**src/rtl/vga_timing_param.sv**
```systemverilog
// vga_timing_param: parametrised VGA timing generator with character-cell
// coordinates and text-pipeline strobes. Every output is a register loaded
// from the next counter state, so outputs always describe the current xpos/ypos.
module vga_timing_param #(
  parameter int unsigned COORD_W    = 11,
  parameter int unsigned H_VISIBLE  = 800,
  parameter int unsigned H_FRONT    = 56,
  parameter int unsigned H_SYNC     = 120,
  parameter int unsigned H_BACK     = 64,
  parameter int unsigned V_VISIBLE  = 600,
  parameter int unsigned V_FRONT    = 37,
  parameter int unsigned V_SYNC     = 6,
  parameter int unsigned V_BACK     = 23,
  parameter int unsigned HSYNC_POL  = 0,
  parameter int unsigned VSYNC_POL  = 0,
  parameter int unsigned CHAR_W     = 8,
  parameter int unsigned CHAR_H     = 10,
  parameter int unsigned LOAD_LEAD  = 7,
  parameter int unsigned DESIGN_LAG = 2,
  parameter int unsigned COLS_W     = 7,
  parameter int unsigned ROWS_W     = 6,
  parameter int unsigned FCNT_W     = 6
) (
  input  logic                                          clk,
  input  logic                                          reset,
  input  logic                                          pix_en,
  output logic                                          hsync,
  output logic                                          vsync,
  output logic [COORD_W-1:0]                            xpos,
  output logic [COORD_W-1:0]                            ypos,
  output logic                                          drawing,
  output logic [$clog2(CHAR_W)-1:0]                     xchar,
  output logic [((CHAR_H > 1) ? $clog2(CHAR_H) : 1)-1:0] ychar,
  output logic [COLS_W-1:0]                             xtext,
  output logic [ROWS_W-1:0]                             ytext,
  output logic                                          load_char,
  output logic                                          load_design,
  output logic                                          draw_char,
  output logic                                          line_start,
  output logic                                          frame_start,
  output logic [FCNT_W-1:0]                             frame_count
);

  localparam int unsigned HT        = H_BACK + H_VISIBLE + H_FRONT + H_SYNC;
  localparam int unsigned VT        = V_BACK + V_VISIBLE + V_FRONT + V_SYNC;
  localparam int unsigned XC_W      = $clog2(CHAR_W);
  localparam int unsigned YC_W      = (CHAR_H > 1) ? $clog2(CHAR_H) : 1;
  localparam int unsigned H_SYNC_ST = HT - H_SYNC;
  localparam int unsigned V_SYNC_ST = VT - V_SYNC;
  localparam int unsigned H_VIS_END = H_BACK + H_VISIBLE;
  localparam int unsigned V_VIS_END = V_BACK + V_VISIBLE;
  localparam int unsigned LW_START  = H_BACK - LOAD_LEAD;
  localparam int unsigned LW_END    = H_BACK + H_VISIBLE - LOAD_LEAD;
  localparam int unsigned LD_START  = LW_START + DESIGN_LAG;
  localparam int unsigned LD_END    = LW_END + DESIGN_LAG;
  localparam int unsigned DC_START  = H_BACK - 1;
  localparam logic        HS_ACT    = 1'(HSYNC_POL);
  localparam logic        VS_ACT    = 1'(VSYNC_POL);

  logic               w_x_wrap;
  logic               w_y_wrap;
  logic [COORD_W-1:0] w_nx;
  logic [COORD_W-1:0] w_ny;
  logic               w_hdraw;
  logic               w_vdraw;
  logic               w_in_lw;
  logic               w_in_ld;
  logic [XC_W-1:0]    w_lphase;
  logic [XC_W-1:0]    w_dphase;
  logic [XC_W-1:0]    w_xchar_n;
  logic [COLS_W-1:0]  w_xtext_n;
  logic [YC_W-1:0]    w_ychar_n;
  logic [ROWS_W-1:0]  w_ytext_n;
  logic               w_load_c;
  logic               w_load_d;
  logic               w_draw_c;

  // Next counter state and every output derived from it
  always_comb begin
    w_x_wrap  = (xpos == COORD_W'(HT - 1));
    w_y_wrap  = w_x_wrap && (ypos == COORD_W'(VT - 1));
    w_nx      = w_x_wrap ? '0 : xpos + COORD_W'(1);
    w_ny      = ypos;
    if (w_x_wrap) begin
      w_ny = w_y_wrap ? '0 : ypos + COORD_W'(1);
    end

    w_hdraw   = (w_nx >= COORD_W'(H_BACK)) && (w_nx < COORD_W'(H_VIS_END));
    w_vdraw   = (w_ny >= COORD_W'(V_BACK)) && (w_ny < COORD_W'(V_VIS_END));

    // Pixel within the cell; the pixel before the first cell reads as a cell end
    w_xchar_n = '0;
    if (w_hdraw) begin
      w_xchar_n = XC_W'(w_nx - COORD_W'(H_BACK));
    end else if (w_nx == COORD_W'(DC_START)) begin
      w_xchar_n = '1;
    end

    // Load window and its delayed copy for the glyph-row fetch
    w_in_lw   = (w_nx >= COORD_W'(LW_START)) && (w_nx < COORD_W'(LW_END));
    w_in_ld   = (w_nx >= COORD_W'(LD_START)) && (w_nx < COORD_W'(LD_END));
    w_lphase  = XC_W'(w_nx - COORD_W'(LW_START));
    w_dphase  = XC_W'(w_nx - COORD_W'(LD_START));
    w_load_c  = w_vdraw && w_in_lw && (w_lphase == '0);
    w_load_d  = w_vdraw && w_in_ld && (w_dphase == '0);
    w_draw_c  = w_vdraw && (w_nx >= COORD_W'(DC_START)) &&
                (w_nx < COORD_W'(H_VIS_END)) && (w_xchar_n == '1);

    // Text column: cell counter that restarts at the window start
    w_xtext_n = xtext;
    if (!w_in_lw || (w_nx == COORD_W'(LW_START))) begin
      w_xtext_n = '0;
    end else if (w_lphase == '0) begin
      w_xtext_n = xtext + COLS_W'(1);
    end

    // Cell row counters step once per line, restarting on the first visible line
    w_ychar_n = ychar;
    w_ytext_n = ytext;
    if (w_x_wrap) begin
      if (!w_vdraw || (w_ny == COORD_W'(V_BACK))) begin
        w_ychar_n = '0;
        w_ytext_n = '0;
      end else if (ychar == YC_W'(CHAR_H - 1)) begin
        w_ychar_n = '0;
        w_ytext_n = ytext + ROWS_W'(1);
      end else begin
        w_ychar_n = ychar + YC_W'(1);
      end
    end
  end

  // Output registers: reset matches the (0,0) state, hold while pix_en is low
  always_ff @(posedge clk or posedge reset) begin
    if (reset) begin
      xpos        <= '0;
      ypos        <= '0;
      hsync       <= ~HS_ACT;
      vsync       <= ~VS_ACT;
      drawing     <= 1'b0;
      xchar       <= '0;
      ychar       <= '0;
      xtext       <= '0;
      ytext       <= '0;
      load_char   <= 1'b0;
      load_design <= 1'b0;
      draw_char   <= 1'b0;
      line_start  <= 1'b1;
      frame_start <= 1'b1;
      frame_count <= '0;
    end else if (pix_en) begin
      xpos        <= w_nx;
      ypos        <= w_ny;
      hsync       <= (w_nx >= COORD_W'(H_SYNC_ST)) ? HS_ACT : ~HS_ACT;
      vsync       <= (w_ny >= COORD_W'(V_SYNC_ST)) ? VS_ACT : ~VS_ACT;
      drawing     <= w_hdraw && w_vdraw;
      xchar       <= w_xchar_n;
      ychar       <= w_ychar_n;
      xtext       <= w_xtext_n;
      ytext       <= w_ytext_n;
      load_char   <= w_load_c;
      load_design <= w_load_d;
      draw_char   <= w_draw_c;
      line_start  <= (w_nx == '0);
      frame_start <= (w_nx == '0) && (w_ny == '0);
      if (w_y_wrap) begin
        frame_count <= frame_count + FCNT_W'(1);
      end
    end
  end

endmodule

```
**config.mk**
```make
export PLATFORM = sky130hd
export DESIGN_NAME = vga_timing_param
export DESIGN_NICKNAME = d
export VERILOG_FILES = /design/src/rtl/vga_timing_param.sv
export SDC_FILE = /design/constraint.sdc
export NUM_CORES = 1
export LEC_CHECK = 0
export BUFFER_PORTS_ARGS = -buffer_cell sky130_fd_sc_hd__buf_2
export CAP_MARGIN = 20
export CORE_UTILIZATION = 52
export DETAILED_ROUTE_END_ITERATION = 12
export GPL_TIMING_DRIVEN = 0
export HOLD_SLACK_MARGIN = 0.1
export PLACE_DENSITY = 0.79
export SETUP_SLACK_MARGIN = 0.02
export SLEW_MARGIN = 20
export SYNTH_ARGS = -nofsm -noshare
export SYNTH_HDL_FRONTEND = slang
export SYNTH_SLANG_ARGS = --single-unit
```
**constraint.sdc**
```tcl
create_clock -name clk -period 3 [get_ports clk]
set_clock_uncertainty 0.1 [all_clocks]
set_input_delay 0.15 -clock clk [delete_from_list [all_inputs] [get_ports clk]]
set_output_delay 0.15 -clock clk [all_outputs]
set_load 0.02 [all_outputs]
```
==> summary.log <==
qor: run_status.outcome finished clean
qor: sta.finalSetupViolCount 0
qor: power_and_ir_drop.ir_drop 490 uV
qor: final_layout.post_synthesis_to_final_layout_area_growth 22.7%
qor: global_routing.grtUsageTotal 25.0%
qor: global_routing.grt_start_max_net_pins 57
qor: setup_path.timing.critical_path.required 3.15 ns
qor: routing.detail_route.iter0.violations 216
qor: sta.finalHoldViolCount 0
qor: global_routing.first_global_vias 3190
qor: synthesis.synth.lib_cells_used.distinct 71
qor: die.die-area 7400 sq um
qor: die.pin_count 59
qor: sta.slew_at_the_pin_closest_to_its_max_slew_limit 0.681 ns
qor: setup_path.timing.critical_path.fanout_max 5
qor: synthesis.synth-main-ff-cell dfrtp_1
qor: synthesis.yosys-top-cells-area dfrtp_1 (35%), xnor2_1 (4.8%), ha_1 (4.4%), o21ai_0 (3.5%), nand3_1 (3.4%)
qor: global_routing.grt_antenna_before_repair 0
qor: setup_path.critPathArrivalTime 3.13 ns
qor: sta.grt_setup_unrepaired true
qor: sta.report.final.slew_viol_count 0
qor: cts.clock_tree_from_tritoncts built
qor: place.post-dp-hpwl 6.44 mm
qor: synthesis.netlist_top_cells_count dfrtp_1 (52), nor2_1 (30), nand2_1 (29), o21ai_0 (26), nand3_1 (25)
qor: synthesis.synth_top_area_cell dfrtp_1
qor: routing.detail_route.wl_per_cell 16.4 um
qor: cts.clkLatencyLatePin 0.32 ns
qor: cts.cts-root-buf clkbuf_8
qor: synthesis.synth_mux_area_share 1.19%
qor: routing.final_antenna_net_count 0
qor: die.initial_utilization 54.1%
qor: final_layout.antenna_cells 0
qor: sta.fin_setup_tns 0 ns
qor: synthesis.number_of_storage_elements_in_the_synthesis_netlist 56
qor: power_and_ir_drop.post-layout-total-power 2640 uW
qor: place.io_buffer_count 57
qor: sta.tightest_slew_margin_relative_to_the_limit 54.6%
qor: die.floorplan.die.height 86.0 um
qor: flow_run.cap_viol_max_count 0
qor: routing.first_pass_iters 4
qor: setup_path.critPathSlowestCell or4_4
qor: sta.post-route-min-period 2.98 ns
qor: setup_path.critical_path.cell_chain buf_6 > or4_4 > nor3_4 > o221a_1 > o21ai_2 > a211o_1 > o22a_2 > or4_1 > o21ai_1
qor: routing.route.final.wire_length 9.62 mm
qor: routing.routed_via_count_divided_by_cell_count 6.05
qor: setup_path.critical_path.max_stage_delay 0.57 ns
qor: synthesis.synth_fa_ha_area_share 4.43%
qor: synthesis.xor_and_xnor_area_share_after_synthesis 6.92%
qor: place.globalplace.congestion 0.919
qor: final_layout.fin_nets 505
qor: setup_path.startpoint_type flop
qor: cts.number_of_buffers_inserted_during_clock_tree_synthesis 5
qor: synthesis.synthesis.area 3670 sq um
qor: power_and_ir_drop.power_density 585 nW/um^2
qor: setup_path.cp-end-kind flop
qor: routing.detailroute.via_count 3544
qor: power_and_ir_drop.static-leakage-power 0.00196 uW
qor: die.core_area 6790 sq um
qor: synthesis.synth_async_sr_flop_share 100%
qor: sta.final_critical_path_share_of_the_clock_period 99.4%
qor: synthesis.post_synth.cell_area_avg 8.93 sq um
qor: synthesis.synth-compound-area-share 18.1%
qor: die.dieWidth 86.0 um
qor: synthesis.yosys.cell_count.top_type dfrtp_1
qor: synthesis.postSynthCellCount 411
qor: final_layout.drive_above_1_share 29.8%
qor: sta.hold_slack 0.223 ns
qor: synthesis.number_of_enable_type_register_cells_in_the_synthesized_netlist 0
qor: synthesis.yosys.area_share.simple 25.6%
qor: synthesis.ys_warn_count 0
qor: routing.remaining_drc_errors 0
qor: synthesis.syn-num-nets 427
qor: synthesis.synth_largest_type_area_fraction 35.4%
qor: global_routing.grt_pass1_wl 14.8 mm
qor: cts.cts.reportedPaths.clkPinSlew 0.11 ns
qor: global_routing.grt_overflow_total 0
qor: die.core.rowCount 30
qor: setup_path.worst-setup-path-type reg -> reg
qor: cts.htree_num_levels 2
qor: hold_path.hold_path.class in -> reg
qor: synthesis.synth_top_family_by_area simple AND/OR/NAND/NOR gates
qor: cts.numClockSinks 56
qor: sta.maxClockFrequency 335 MHz
qor: cts.cts-root-to-sink-buffers 2
qor: synthesis.ys_seq_area_share 38.3%
state kept, by name, indices dropped and copies added, names as in the netlist:
| name | count |
|---|---|
| ytext | 6 |
| frame_count | 6 |
| load_design | 1 |
| xtext | 7 |
| load_char | 1 |
| drawing | 1 |
| hsync | 1 |
| xpos | 11 |
| line_start | 1 |
| vsync | 1 |
| draw_char | 1 |
| frame_start | 1 |
| ychar | 4 |
| ypos | 11 |
| xchar | 3 |
routing by layer:
layer | GRT usage, % | wire length, um
met1 | 31.9 | 4050
met2 | 42.8 | 4780
met3 | 4.43 | 556
met4 | 8.33 | 226
met5 | 0 | 0
path summary, 6_finish.rpt:
check                                 end  slack [ns]            from  cells past startpoint
hold / removal                      vsync        0.22          pix_en                      3
min in group asynchronous        xtext[5]        0.39           reset                      3
setup / recovery                 ychar[1]        0.02         xpos[8]                      9
max in group asynchronous         xpos[0]        1.92           reset                      3
setup reg to reg                 ychar[1]        0.02         xpos[8]                      9
hold reg to reg            frame_count[5]        0.37  frame_count[5]                      1
layout make-up:
type / count / area, sq um
Buffer: 23 / 141
Sequential cell: 56 / 1410
Tap cell: 96 / 120
Multi-Input combinational cell: 307 / 2230
Fill cell: 552 / 2290
Clock buffer: 6 / 72.6
Timing Repair Buffer: 77 / 438
Clock inverter: 2 / 16.3
Inverter: 19 / 73.8
cell usage in the layout (no fill, tap or decap), types with 6 or more instances in the layout:
master     n
a21oi_1   12
and3_1     6
buf_2     60
buf_4     20
clkbuf_1  10
dfrtp_1   49
ha_1      11
inv_1     18
nand2_1   29
nand3_1   23
nand4_1   12
nor2_1    26
nor2b_1    6
nor3_1     9
o21ai_0   23
xnor2_1   20
xor2_1     9
logic make-up (layout without fill, tap and decap cells):
group | after synthesis | in the layout
fa+ha+maj | 13 | 13
flops | 56 | 56
mux | 4 | 4
compound gates | 97 | 97
buf+inv | 48 | 127
xor+xnor | 29 | 29
simple gates | 164 | 164
report_power, final:
| part | internal (uW) | leakage [uW] | switching (uW) |
|---|---|---|---|
| clock network | 167 | 0.0000414 | 260 |
| logic | 466 | 0.00120 | 765 |
| registers | 857 | 0.000720 | 121 |
| total | 1490 | 0.00196 | 1150 |
what timing repair did:
item	4_1_cts	5_1_grt
gates cloned	0	1
setup endpoints to repair	27	27
endpoints found under the hold margin	52	0
pin swaps	5	8
buffers inserted	6	12
resized for setup	18	42
hold buffers	1	0
critical path: cells and delay by family, from the launching register on:
kind                   cells  cell delay [ns]
AOI/OAI and AO/OA          5             1.01
and+or+nand+nor            3             1.26
buffers and inverters      1             0.13
DFF                        1             0.40
through the flow:
| step | utilization (%) | instance area [sq um] | cells | setup WS (ns) |
|---|---|---|---|---|
| 2_1_floorplan | - | 3680 | 411 | 0.0201 |
| 5_1_grt | 66.3 | 4510 | 586 | -0.112 |
| 6_report | 66.3 | 4510 | 586 | 0.0169 |
| 4_1_cts | 63.1 | 4290 | 574 | 0.0307 |
| 3_3_place_gp | 60.1 | 4080 | 564 | -0.252 |
| 3_5_place_dp | 60.1 | 4080 | 564 | -0.338 |
Power figures use the tool's default switching activity.
